`config.mk`:
```
export PLATFORM = sky130hd
export DESIGN_NAME = pr_bus_arbiter
export DESIGN_NICKNAME = d
export VERILOG_FILES = /design/src/rtl/pr_bus_arbiter.sv
export SDC_FILE = /design/constraint.sdc
export NUM_CORES = 1
export LEC_CHECK = 0
export ABC_AREA = 1
export CAP_MARGIN = 30
export CELL_PAD_IN_SITES_DETAIL_PLACEMENT = 1
export CELL_PAD_IN_SITES_GLOBAL_PLACEMENT = 2
export CORE_ASPECT_RATIO = 1.25
export CORE_MARGIN = 8
export CORE_UTILIZATION = 10
export DETAILED_ROUTE_END_ITERATION = 6
export PLACE_DENSITY_LB_ADDON = 0.2
export SLEW_MARGIN = 10
export SYNTH_ARGS = -nofsm -noshare
export SYNTH_HDL_FRONTEND = slang
export SYNTH_SLANG_ARGS = --single-unit
```
`constraint.sdc`:
```
create_clock -name clk -period 1.4 [get_ports clk]
set_input_delay 0.28 -clock clk [delete_from_list [all_inputs] [get_ports clk]]
set_output_delay 0.28 -clock clk [all_outputs]
set_load 0.02 [all_outputs]
```
`src/rtl/pr_bus_arbiter.sv`:
```
// Two-master round-robin arbiter in front of a single-access-per-cycle peripheral bridge.
// Optional locked re-grant with starvation limit is built only when PR_ARB_LOCK_EN is defined.
module pr_bus_arbiter #(
    parameter int LOCK_MAX = 4
) (
    input  logic        clk,
    input  logic        reset,
    input  logic        m0_req,
    input  logic        m0_we,
    input  logic [31:0] m0_addr,
    input  logic [31:0] m0_wd,
    input  logic        m0_lock,
    output logic        m0_ack,
    output logic [31:0] m0_rd,
    input  logic        m1_req,
    input  logic        m1_we,
    input  logic [31:0] m1_addr,
    input  logic [31:0] m1_wd,
    input  logic        m1_lock,
    output logic        m1_ack,
    output logic [31:0] m1_rd,
    output logic        PrWe,
    output logic [31:0] PrAddr,
    output logic [31:0] PrWD,
    input  logic [31:0] PrRD,
    output logic [1:0]  grant
);

    typedef enum logic [1:0] {
        IDLE = 2'b00,
        GNT0 = 2'b01,
        GNT1 = 2'b10
    } state_t;

    state_t state_q;
    state_t state_d;
    logic   last_q;
    logic   last_d;
    logic   any_req_s;
    logic   rr_pick1_s;
    logic   pick1_s;

    assign any_req_s  = m0_req | m1_req;
    // last_q=1 means master 1 owned last, so master 0 wins a tie
    assign rr_pick1_s = m1_req & (~m0_req | ~last_q);

`ifdef PR_ARB_LOCK_EN
    localparam int CNT_W = (LOCK_MAX > 1) ? $clog2(LOCK_MAX) : 1;
    localparam logic [CNT_W-1:0] CNT_LAST = CNT_W'(LOCK_MAX - 1);

    logic [CNT_W-1:0] cnt_q;
    logic [CNT_W-1:0] cnt_d;
    logic             own1_s;
    logic             own_lock_s;
    logic             other_req_s;

    // Owner pick with lock override; the counter forces a hand-over once the limit is reached
    always_comb begin
        pick1_s     = rr_pick1_s;
        cnt_d       = '0;
        own1_s      = (state_q == GNT1);
        own_lock_s  = own1_s ? (m1_lock & m1_req) : (m0_lock & m0_req);
        other_req_s = own1_s ? m0_req : m1_req;
        if ((state_q != IDLE) && own_lock_s) begin
            if (other_req_s && (cnt_q == CNT_LAST)) begin
                pick1_s = ~own1_s;
                cnt_d   = '0;
            end else begin
                pick1_s = own1_s;
                cnt_d   = other_req_s ? (cnt_q + CNT_W'(1)) : '0;
            end
        end else begin
            pick1_s = rr_pick1_s;
            cnt_d   = '0;
        end
    end

    // Consecutive locked-grant counter
    always_ff @(posedge clk) begin
        if (reset) begin
            cnt_q <= '0;
        end else begin
            cnt_q <= cnt_d;
        end
    end
`else
    logic unused_lock_s;

    assign unused_lock_s = m0_lock ^ m1_lock;
    assign pick1_s       = rr_pick1_s;
`endif

    // Next owner decision; the winner becomes last owner
    always_comb begin
        state_d = IDLE;
        last_d  = last_q;
        if (any_req_s) begin
            state_d = pick1_s ? GNT1 : GNT0;
            last_d  = pick1_s;
        end else begin
            state_d = IDLE;
            last_d  = last_q;
        end
    end

    // State and last-owner registers
    always_ff @(posedge clk) begin
        if (reset) begin
            state_q <= IDLE;
            last_q  <= 1'b1;
        end else begin
            state_q <= state_d;
            last_q  <= last_d;
        end
    end

    // Bridge and master outputs steered by the registered owner only
    always_comb begin
        PrWe   = 1'b0;
        PrAddr = 32'd0;
        PrWD   = 32'd0;
        m0_ack = 1'b0;
        m0_rd  = 32'd0;
        m1_ack = 1'b0;
        m1_rd  = 32'd0;
        case (state_q)
            GNT0: begin
                PrWe   = m0_we;
                PrAddr = m0_addr;
                PrWD   = m0_wd;
                m0_ack = 1'b1;
                m0_rd  = PrRD;
            end
            GNT1: begin
                PrWe   = m1_we;
                PrAddr = m1_addr;
                PrWD   = m1_wd;
                m1_ack = 1'b1;
                m1_rd  = PrRD;
            end
            default: begin
                PrWe = 1'b0;
            end
        endcase
    end

    assign grant = {(state_q == GNT1), (state_q == GNT0)};

endmodule

```
After elaboration in Yosys (flattened, before gate mapping)
Cells that the tools add are included.
- bits in registers: 3
- input port bits: 168
- output and inout bits: 133
- word-level logic and storage cells: 19
- eq/ne operators: 2
- mux-type cells: 8
- bitwise gates (word level): 6
- reduce and logical (&&, ||, !) cells: 1
- operators with widths (operator ; count):
    $pmux 32 s2 ; 2
    $mux 32 ; 2
    $not 1->1 ; 3
    $eq 2x1->1 const B ; 1
    $eq 2x2->1 const B ; 1
    $mux 1 ; 2
    $mux 2 ; 1
    $or 1x1->1 ; 2
    $pmux 1 s2 ; 1
    $reduce_or 2->1 ; 1
    $and 1x1->1 ; 1

Logic depth before layout (Yosys ltp)
- depth after elaboration: 4
- mapped depth: 7
- gate-level depth less buffers: 4

Worst setup path after synthesis
No wires, ideal clock.
- path kind: register -> output
- from: register state_q[0]
- to: output PrAddr[0]
- arrival: 1403 ps
- required time: 1120 ps
- setup slack: -283 ps
- cell stages (with the launch flop): 7
- buffers on the path: 2
- path through: dfxtp_1 > inv_1 > ha_1 > buf_4 > buf_6 > nand2_1 > a21oi_1
- longest elaborated chain between the ends: 2
- elaborated cells on any way between the ends: 3
- those cells by class: 2 x eq/ne; 1 x mux
- RTL lines (item ; RTL line ; source):
    start: declaration ; 35 ; state_t state_q;
    start signal: assignment ; 112 ; state_q <= state_d;
    $eq 2x2->1 or $eq 2x1->1 (tied branches) ; 126 ; case (state_q)
    $pmux 32 s2 (*) ; 126 ;
    end: declaration ; 23 ; output logic [31:0] PrAddr,
Every way passes the cells marked *; elsewhere a longest branch is shown, timed or not.

Worst setup path in the final report
- from: register state_q[0]
- to: output PrWD[5]
- longest elaborated chain between the ends: 2
- elaborated cells on any way between the ends: 3
- those cells by class: 2 x eq/ne; 1 x mux
- RTL lines (item ; RTL line ; source):
    $eq 2x2->1 or $eq 2x1->1 (tied branches) ; 126 ;
    $pmux 32 s2 (*) ; 126 ;
    end: declaration ; 24 ; output logic [31:0] PrWD,
Marked as above.

==> results by group <==
Place
  – Detail Placement HPWL: about 13 mm
  – Placer's final routability congestion estimate: 0.752
  – Placed cell area: roughly 5200 um2
  – Worst slack, placed: -684 ps
  – Total of buffers placed on input and output ports: around 300

Drt
  – Average via count per standard cell: 3.93
  – Detailed-route DRC error count: 0
  – Drt first pass iters: 4
  – Detail-routed net length per standard cell: between 15 and 20 um
  – Post-detailed-route count of antenna-violating nets: 0
  – Routed WL: between 15 and 20 mm
  – First DRT Iteration DRCs: 66
  – Total number of vias: 3658

Critical path
  – Crit path capture type: output pin
  – Reg2Reg Capture Point: state_q[0]
  – Crit Reg-Reg Startpoint: last_q
  – Startpoint kind of the worst setup timing path: register
  – Endpoint arrival time on the critical path: about 1500 ps
  – Setup Crit Path Kind: register to output pin
  – Depth of the worst register-to-register path: 4
  – Reg2reg setup slack: around 730 ps
  – Largest fanout of any net on the critical path: 7
  – Required @ worst endpoint: 1120 ps

CTS
  – Clock Root Buffer: sky130_fd_sc_hd__clkbuf_16
  – TritonCTS clock tree: built
  – Clock buffer count from CTS: 3
  – Count of hold-fix buffers inserted at cts: 0
  – Number of sinks handled by clock tree synthesis: 3
  – CTS HTree Levels: 1
  – Clock edge transition at the registers on the reported setup and hold paths: about 30 ps
  – Clk buf depth: 2
  – Clock Latency Late Sink: 220 ps

Global routing
  – Initial antenna violation count: 0
  – Largest net degree at the start of global routing: 22
  – Combined global-route utilization of all metal layers: a little over an eighth
  – Number of global-route vias before repair: between 3k and 4k
  – Overflow left after global routing: 0
  – First-pass GRT wire length: 23.2 mm

Timing
  – Final worst clock skew: around 0.6 ps
  – Fin Setup TNS: -39500 ps
  – Slew of the pin with the lowest slew margin: ~220 ps
  – Part of the cycle the worst path needs: 129%
  – Max-slew violations: 0
  – RSZ-0062 raised after global routing: true
  – Final worst path period need: about 1800 ps
  – Final count of hold timing violations: 0
  – Final setup margin: -406 ps
  – Worst-case headroom to the max-slew limit: a little under nine tenths
  – Top achievable clock speed: roughly 550 MHz
  – Setup Viol. Count Final: 132

Final layout
  – # fillers: around 2.0k
  – Final core occ: 38.9%
  – Proportion of layout cells with a drive suffix above 1: 57.9%
  – Total non-filler cell area in the finished layout: approximately 6500 um2
  – Relative area change from synthesis to final layout: 282%
  – Post-layout nets: between 800 and 900
  – # diodes: 0

Pwr
  – Max IR drop VDD: approximately 240 uV
  – PnR Total Power: between 0.002 and 0.003 W
  – Leakage power figure: around 3.0 nW
  – Cell area power density: around 390 nW/um2

Synthesis
  – Mapped Area: approximately 1700 um2
  – Cell taking the most area after synthesis: sky130_fd_sc_hd__nand2_1
  – Sequential fraction of the synthesis area: 3.52%
  – Avg Inst Size Synth: 4.59 um2
  – Synthesized instance count: around 370
  – Number of synthesized register bits: 3
  – Number of warnings printed during yosys synthesis: 0
  – Top cell type's share of synthesized area: 43.5%
  – Distinct cell type count of the synthesized netlist: 11
  – Syn_nets: about 540
  – Top post-synthesis cells by area: sky130_fd_sc_hd__nand2_1 (44%), sky130_fd_sc_hd__a21oi_1 (19%), sky130_fd_sc_hd__inv_1 (15%), sky130_fd_sc_hd__buf_6 (11%), sky130_fd_sc_hd__dfxtp_1 (3.5%)

Floorplan
  – Die area: about 22000 um2
  – Core Rows: 53
  – Die height: about 160 um
  – Count of boundary I/O pins: around 300
  – Initial standard-cell utilization of the core: 10.2%
  – Die Wd: 133 um
  – Core Region: 16800 um2

Job
  – Max-cap violations: 0

Worst hold path
  – Worst Hold Path Cells: 1
  – Startpoint of the tightest hold check path: last_q
  – Hold Path End: state_q[1]
  – Worst hold path class: register to register

Run status
  – Violations in the final reports: setup timing
  – Status: complete, but fails checks
==> metrics by stage <==
stage | hold WS, ps | std cells
6_report | 446 | 931
5_1_grt | 472 | 931
4_1_cts | 450 | 921
3_5_place_dp | 444 | 882
3_3_place_gp | 446 | 882
2_1_floorplan | 364 | 372
==> registers in the layout, summed over array words and instances (netlist names) <==
register and count:
state_q 2, last_q 1
==> what timing repair did <==
action / in CTS / in global routing
cloned: 5 / 3
resized for setup: 678 / 326
pin swaps: 2 / 14
setup endpoints to repair: 133 / 133
setup buffers: 32 / 13
==> kinds of logic (layout without fill, tap and decap cells) <==
family,count (synthesis),after routing,synth area share [%]
compound gates,66,66,19.4
fa+ha+maj,3,3,2.20
buf+inv,100,439,30.9
flops,3,3,3.52
simple gates,200,200,44.1
==> cells in the mapped netlist <==
| library cell | number |
|---|---|
| sky130_fd_sc_hd__a21oi_1 | 66 |
| sky130_fd_sc_hd__buf_2 | 10 |
| sky130_fd_sc_hd__buf_4 | 3 |
| sky130_fd_sc_hd__buf_6 | 17 |
| sky130_fd_sc_hd__clkbuf_1 | 1 |
| sky130_fd_sc_hd__dfxtp_1 | 3 |
| sky130_fd_sc_hd__ha_1 | 3 |
| sky130_fd_sc_hd__inv_1 | 69 |
| sky130_fd_sc_hd__nand2_1 | 198 |
| sky130_fd_sc_hd__nand3_1 | 1 |
| sky130_fd_sc_hd__nor2_1 | 1 |
==> worst max path at each step <==
stage | from | end | slack (ps) | depth (start not counted)
2_1_floorplan | state_q[1] | PrAddr[1] | -150 | 6
3_3_place_gp | state_q[0] | PrWD[2] | -660 | 6
3_5_place_dp | state_q[0] | PrWD[2] | -680 | 6
4_1_cts | state_q[0] | PrWD[6] | -450 | 8
5_1_grt | state_q[0] | PrWD[19] | -450 | 6
6_report | state_q[0] | PrWD[5] | -410 | 6
==> critical path, cell delays in order (launching register included) <==
cell                      delay, ps
sky130_fd_sc_hd__dfxtp_4        360
sky130_fd_sc_hd__inv_4           50
sky130_fd_sc_hd__ha_4           320
sky130_fd_sc_hd__buf_12         160
sky130_fd_sc_hd__buf_6          120
sky130_fd_sc_hd__a21oi_2        150
sky130_fd_sc_hd__buf_6          140
==> placed cells by master, fill, tap and decap left out <==
master	count
sky130_fd_sc_hd__clkdlybuf4s50_1	165
sky130_fd_sc_hd__buf_6	120
sky130_fd_sc_hd__nand2_1	117
sky130_fd_sc_hd__inv_2	64
sky130_fd_sc_hd__nand2_2	52
sky130_fd_sc_hd__buf_4	49
sky130_fd_sc_hd__a21oi_2	38
sky130_fd_sc_hd__nand2_4	29
sky130_fd_sc_hd__a21oi_4	19
sky130_fd_sc_hd__buf_12	19
sky130_fd_sc_hd__a21oi_1	9
sky130_fd_sc_hd__clkbuf_16	6
sky130_fd_sc_hd__buf_8	6
sky130_fd_sc_hd__inv_1	4
sky130_fd_sc_hd__ha_4	3
sky130_fd_sc_hd__buf_16	2
sky130_fd_sc_hd__buf_2	2
sky130_fd_sc_hd__dfxtp_4	2
sky130_fd_sc_hd__inv_4	1
sky130_fd_sc_hd__nand3_1	1
sky130_fd_sc_hd__nor2_1	1
sky130_fd_sc_hd__clkbuf_1	1
sky130_fd_sc_hd__dfxtp_1	1
==> report_power, final <==
group          leakage, nW  internal, W  switching, W  total (W)
clock               0.0382     0.000376     0.0000830   0.000459
sequential          0.0262    0.0000905    0.00000697  0.0000974
combinational         2.96      0.00108      0.000880    0.00197
total                 3.03      0.00155      0.000970    0.00252
==> cell type report <==
class / instances / area, um2 / share of cell area [%]
timing repair buffer: 366 / 3980 / 61.0
multi-input combinational: 269 / 1860 / 28.5
inverter: 69 / 262 / 4.01
clock buffer: 4 / 78.8 / 1.21
tap: 220 / 275 / 4.22
sequential: 3 / 67.6 / 1.04
==> metal layers <==
layer  part of all wire, %  GRT usage [%]
met1                    34           13.2
met2                    55           27.1
met3                   9.8           5.22
met4                  0.87           1.60
met5                     0              0
(Power assumes the default switching activity.)
==> RTL change 1: new RTL, same flow settings <==
Re-encode `state_t` (3 states) as one-hot, 3 bits wide.
--- a/src/rtl/pr_bus_arbiter.sv
+++ b/src/rtl/pr_bus_arbiter.sv
@@ -28,6 +28,6 @@
 
-    typedef enum logic [1:0] {
-        IDLE = 2'b00,
-        GNT0 = 2'b01,
-        GNT1 = 2'b10
+    typedef enum logic [2:0] {
+        IDLE = 3'b001,
+        GNT0 = 3'b010,
+        GNT1 = 3'b100
     } state_t;
Function: same outputs for any inputs over 10 cycles, from zero or initial values and one cycle with reset high; not proved beyond that.
==> RTL change 1 against the unedited design <==
- the run still ends with setup timing left
- setup slack improved by 0.12 ns
- sequential cell count is 1 higher
- hold slack better by 0.038 ns
- power down 7.9%
- maximum frequency grew 7.3%
- final cell count is 6.1% lower
- synthesized area down 5.2%
- clock skew grew 0.0015 ns
- final area shrank 1.5%
- via count is 0.98% lower
- sequential share of layout area rose by 0.35 points
- routed wire length rose by 6.3%
- largest cell class unchanged
- highest routed layer unchanged
==> RTL change 1: results (changes against the unedited design) <==
biggest regs -> state_q x3, last_q x1
Post-Route WL -> 17.5 mm (+6.3%)
nets@finish -> 828 (-6.2%)
status -> finished with violations
relative slew slack -> 0.826 (-0.0275)
setup_tns -> -30.21 ns (+9.28 ns)
placed instance area -> 4950 µm² (-5.1%)
# fillers -> 1,882 (-6.8%)
GR Util All Layers -> 0.144 (+0.00775)
Port Buffers -> 298 (unchanged)
critical path's top delay family -> buffers and inverters
DP Cell Count -> 845 (-4.2%)
vias in the first global route -> 3,813 (-2.9%)
ys flop type -> dfxtp_1
skew final -> 0.00211 ns (+0.00149 ns)
Post-Layout Cell Count -> 874 (-6.1%)
crit path max-delay cell type -> dfxtp_4
# setup viols final -> 133 (+0.76%)
Worst-Skew Late Latency -> 0.23 ns
async set-reset flop share out of synthesis -> 0 (unchanged)
Seq/Total Area, Yosys -> 0.0495 (+0.0143)
Mapped Cells -> 347 (-6.7%)
VDD IR max -> 0.222 mV (-7.3%)
first-pass GRT wire length -> 22.8 mm (-1.7%)
static leakage -> 0.00288 µW (-5.0%)
CP peak stage delay -> 0.35 ns
worst slack, placed -> -0.516 ns (+0.167 ns)
number of DRC markers in iteration 0 -> 108 (+64%)
gpl congestion -> 0.789 (+4.8%)
CTS H-tree depth -> 1 (unchanged)
CTS max path bufs -> 2 (unchanged)
Synth top cells by count -> nand3_1 (131), nand2_1 (70), nor2_1 (67)
DR vias -> 3,622 (-0.98%)
worst setup margin -> -0.282 ns (+0.123 ns)
crit path DAT -> 1.40 ns (-0.13 ns)
syn_nets -> 515 (-5.2%)
CP max FO -> 6 (-1)
synth top area cells -> nand3_1 (41%), nand2_1 (16%), nor2_1 (16%)
pin count of the biggest net entering global routing -> 26 (+18%)
Yosys warnings -> 0 (unchanged)
failing checks -> setup timing
share of cells above drive strength 1 -> 0.459 (-0.120)
CTS root buf -> clkbuf_16
1st-pass router iterations -> 4 (unchanged)
dpl hpwl -> 12.3 mm (-4.8%)
-- RTL change 1: cell count changes after synthesis, sizes merged --
cell,before,now
dfxtp,3,4
nand2,198,70
ha,3,0
buf,30,33
clkbuf,1,3
a21oi,66,0
nor2,1,68
inv,69,37
o21ai,0,1
nand3,1,131
-- RTL change 1: worst paths after layout --
kind | startpoint | cells after the start | to | slack (ns)
max reg2reg | last_q | 4 | state_q[1] | 0.73
max | state_q[0] | 6 | m1_rd[27] | -0.28
min reg2reg | last_q | 2 | last_q | 0.48
min | last_q | 2 | last_q | 0.48
-- RTL change 1: area by class of cell --
type,count,area [µm²],area share
clock buffer,3,75.1,0.0117
inverter,37,164,0.0255
multi-input combinational,270,1830,0.284
sequential,4,88.8,0.0138
tap,216,270,0.0420
timing repair buffer,344,4000,0.623
-- RTL change 1: cell families (layout without fill, tap and decap cells) --
| group | Yosys count | count (layout) | synth area share |
|---|---|---|---|
| AOI/OAI and AO/OA | 1 | 1 | 0.00309 |
| buffers and inverters | 73 | 384 | 0.220 |
| DFF | 4 | 4 | 0.0495 |
| and+or+nand+nor | 269 | 269 | 0.727 |
-- RTL change 1: power by group --
group	leakage (µW)	total, µW	switching, µW	internal [µW]
clock network	0.0000370	461	94.6	366
registers	0.0000345	131	8.75	122
logic	0.00280	1730	769	961
-- RTL change 1: timing repair --
| action | 4_1_cts | 5_1_grt |
|---|---|---|
| setup endpoints to repair | 133 | 133 |
| pin swaps | 2 | 27 |
| buffers inserted | 7 | 0 |
| cloned | 8 | 11 |
| resized for setup | 783 | 205 |
| hold endpoints to repair | 0 | 0 |
-- RTL change 1: layer usage --
metal,vias to the layer above,part of all wire,global-route usage
met5,-,0,0
met4,0,0.012,0.0216
met3,11,0.083,0.0458
met2,159,0.57,0.284
met1,1718,0.34,0.146
li1,1734,-,-
==> RTL change 2: new RTL, same flow settings <==
Without the edit above. Build with the macro `PR_ARB_LOCK_EN` defined.
--- a/src/rtl/pr_bus_arbiter.sv
+++ b/src/rtl/pr_bus_arbiter.sv
@@ -2,2 +2,4 @@
 // Optional locked re-grant with starvation limit is built only when PR_ARB_LOCK_EN is defined.
+`define PR_ARB_LOCK_EN
+
 module pr_bus_arbiter #(
Check against the original RTL: not equivalent (Yosys sat finds a counterexample within 4 cycles, from zero or initial values and one cycle with reset high).
==> RTL change 2 against the unedited design <==
- the flow still finishes with violations (setup timing)
- die area up 4.1%
- clock power up 2%
- power up 14%
- critical endpoint is now m0_rd[23]
- final area down 0.75%
- routed wire length up 6.8%
- synthesized cell count up 8.1%
- non-clock buffer count down 13
- utilization down 1.9 points
- hold slack worse by 0.022 ns
- first-iteration DRC count down 18%
- sequential cell count up 2
- synthesized area up 4.6%
- clock skew up 0.00066 ns
- setup slack worse by 0.045 ns
==> RTL change 2: results (changes against the unedited design) <==
biggest regs -> cnt_q x2, state_q x2, last_q x1
share of cells above drive strength 1 -> 0.473 (-0.107)
NetSw -> 1170 µW (+20%)
status -> finished with violations
Seq/Total Area, Yosys -> 0.0561 (+0.0209)
vias in the first global route -> 3,873 (-1.4%)
adder-cell share of the synthesized area -> 0.0350 (+0.0130)
Worst-Skew Late Latency -> 0.22 ns (about the same)
setup_tns -> -44.60 ns (-5.10 ns)
crit path DAT -> 1.57 ns (+0.04 ns)
Mapped Cells -> 402 (+8.1%)
failing checks -> setup timing
Worst Setup SP -> state_q[1]
number of DRC markers in iteration 0 -> 54 (-18%)
min-delay src -> cnt_q[0]
sequential cell power -> 159 µW (+63%)
synth top area cells -> nand2_1 (43%), a21oi_1 (19%), inv_1 (15%)
total power -> 2880 µW (+14%)
CTS root buf -> clkbuf_16
Worst Reg-to-Reg Cells -> 12 (+8)
DR WL/cell -> 18.5 µm (+4.5%)
DR vias -> 3,793 (+3.7%)
nets@finish -> 902 (+2.2%)
GR Util All Layers -> 0.128 (-0.00877)
reg-to-reg startpoint -> state_q[0]
Synth top cells by count -> nand2_1 (206), inv_1 (73), a21oi_1 (68)
first-pass GRT wire length -> 22.7 mm (-2.5%)
post-CTS sizing -> 541 (-20%)
Slew @ Worst Pin -> 0.399 ns (+0.179 ns)
gpl congestion -> 0.777 (+3.3%)
static leakage -> 0.00304 µW (+0.54%)
P_comb -> 2250 µW (+14%)
worst setup margin -> -0.450 ns (-0.0447 ns)
Post-CTS Setup Inserts -> 1 (-97%)
dpl hpwl -> 13.6 mm (+5.2%)
syn_nets -> 575 (+5.9%)
1st-pass router iterations -> 4 (unchanged)
placed instance area -> 5500 µm² (+5.4%)
vias per inst -> 3.98 (+1.4%)
DP Cell Count -> 921 (+4.4%)
post-synthesis compound-gate area fraction -> 0.196 (+0.00267)
pin count of the biggest net entering global routing -> 35 (+59%)
worst slack, placed -> -0.647 ns (+0.0369 ns)
library cells used by synthesis -> 15 (+4)
Final Hold Vio Count -> 0 (unchanged)
# setup viols final -> 138 (+4.5%)
VDD IR max -> 0.312 mV (+30%)
skew final -> 0.00128 ns (+0.000662 ns)
Port Buffers -> 300 (+0.67%)
==> RTL change 2: cell count changes in the layout (fill, tap and decap cells not counted), sizes merged, moves of 3 or more <==
cell	delta
nand2	+8
inv	+6
nor2	+3
buf	-42
clkbuf	+27
==> RTL change 2: per-layer routing <==
layer / GRT usage / wire (µm)
met1: 0.123 / 5960
met2: 0.267 / 10300
met3: 0.0321 / 1180
met4: 0.0182 / 147
met5: 0 / 0
==> RTL change 2: final timing paths <==
kind,endpoint,slack (ns)
max,m0_rd[23],-0.45
min,cnt_q[0],0.42
max reg2reg,state_q[0],-0.21
min reg2reg,cnt_q[0],0.42
==> RTL change 2: area by class of cell <==
| class | count | area [µm²] |
|---|---|---|
| Clock buffer | 4 | 78.8 |
| Inverter | 75 | 299 |
| Sequential cell | 5 | 108 |
| Fill cell | 2142 | 11000 |
| Multi-Input combinational cell | 291 | 1980 |
| Timing Repair Buffer | 353 | 3730 |
| Tap cell | 224 | 280 |
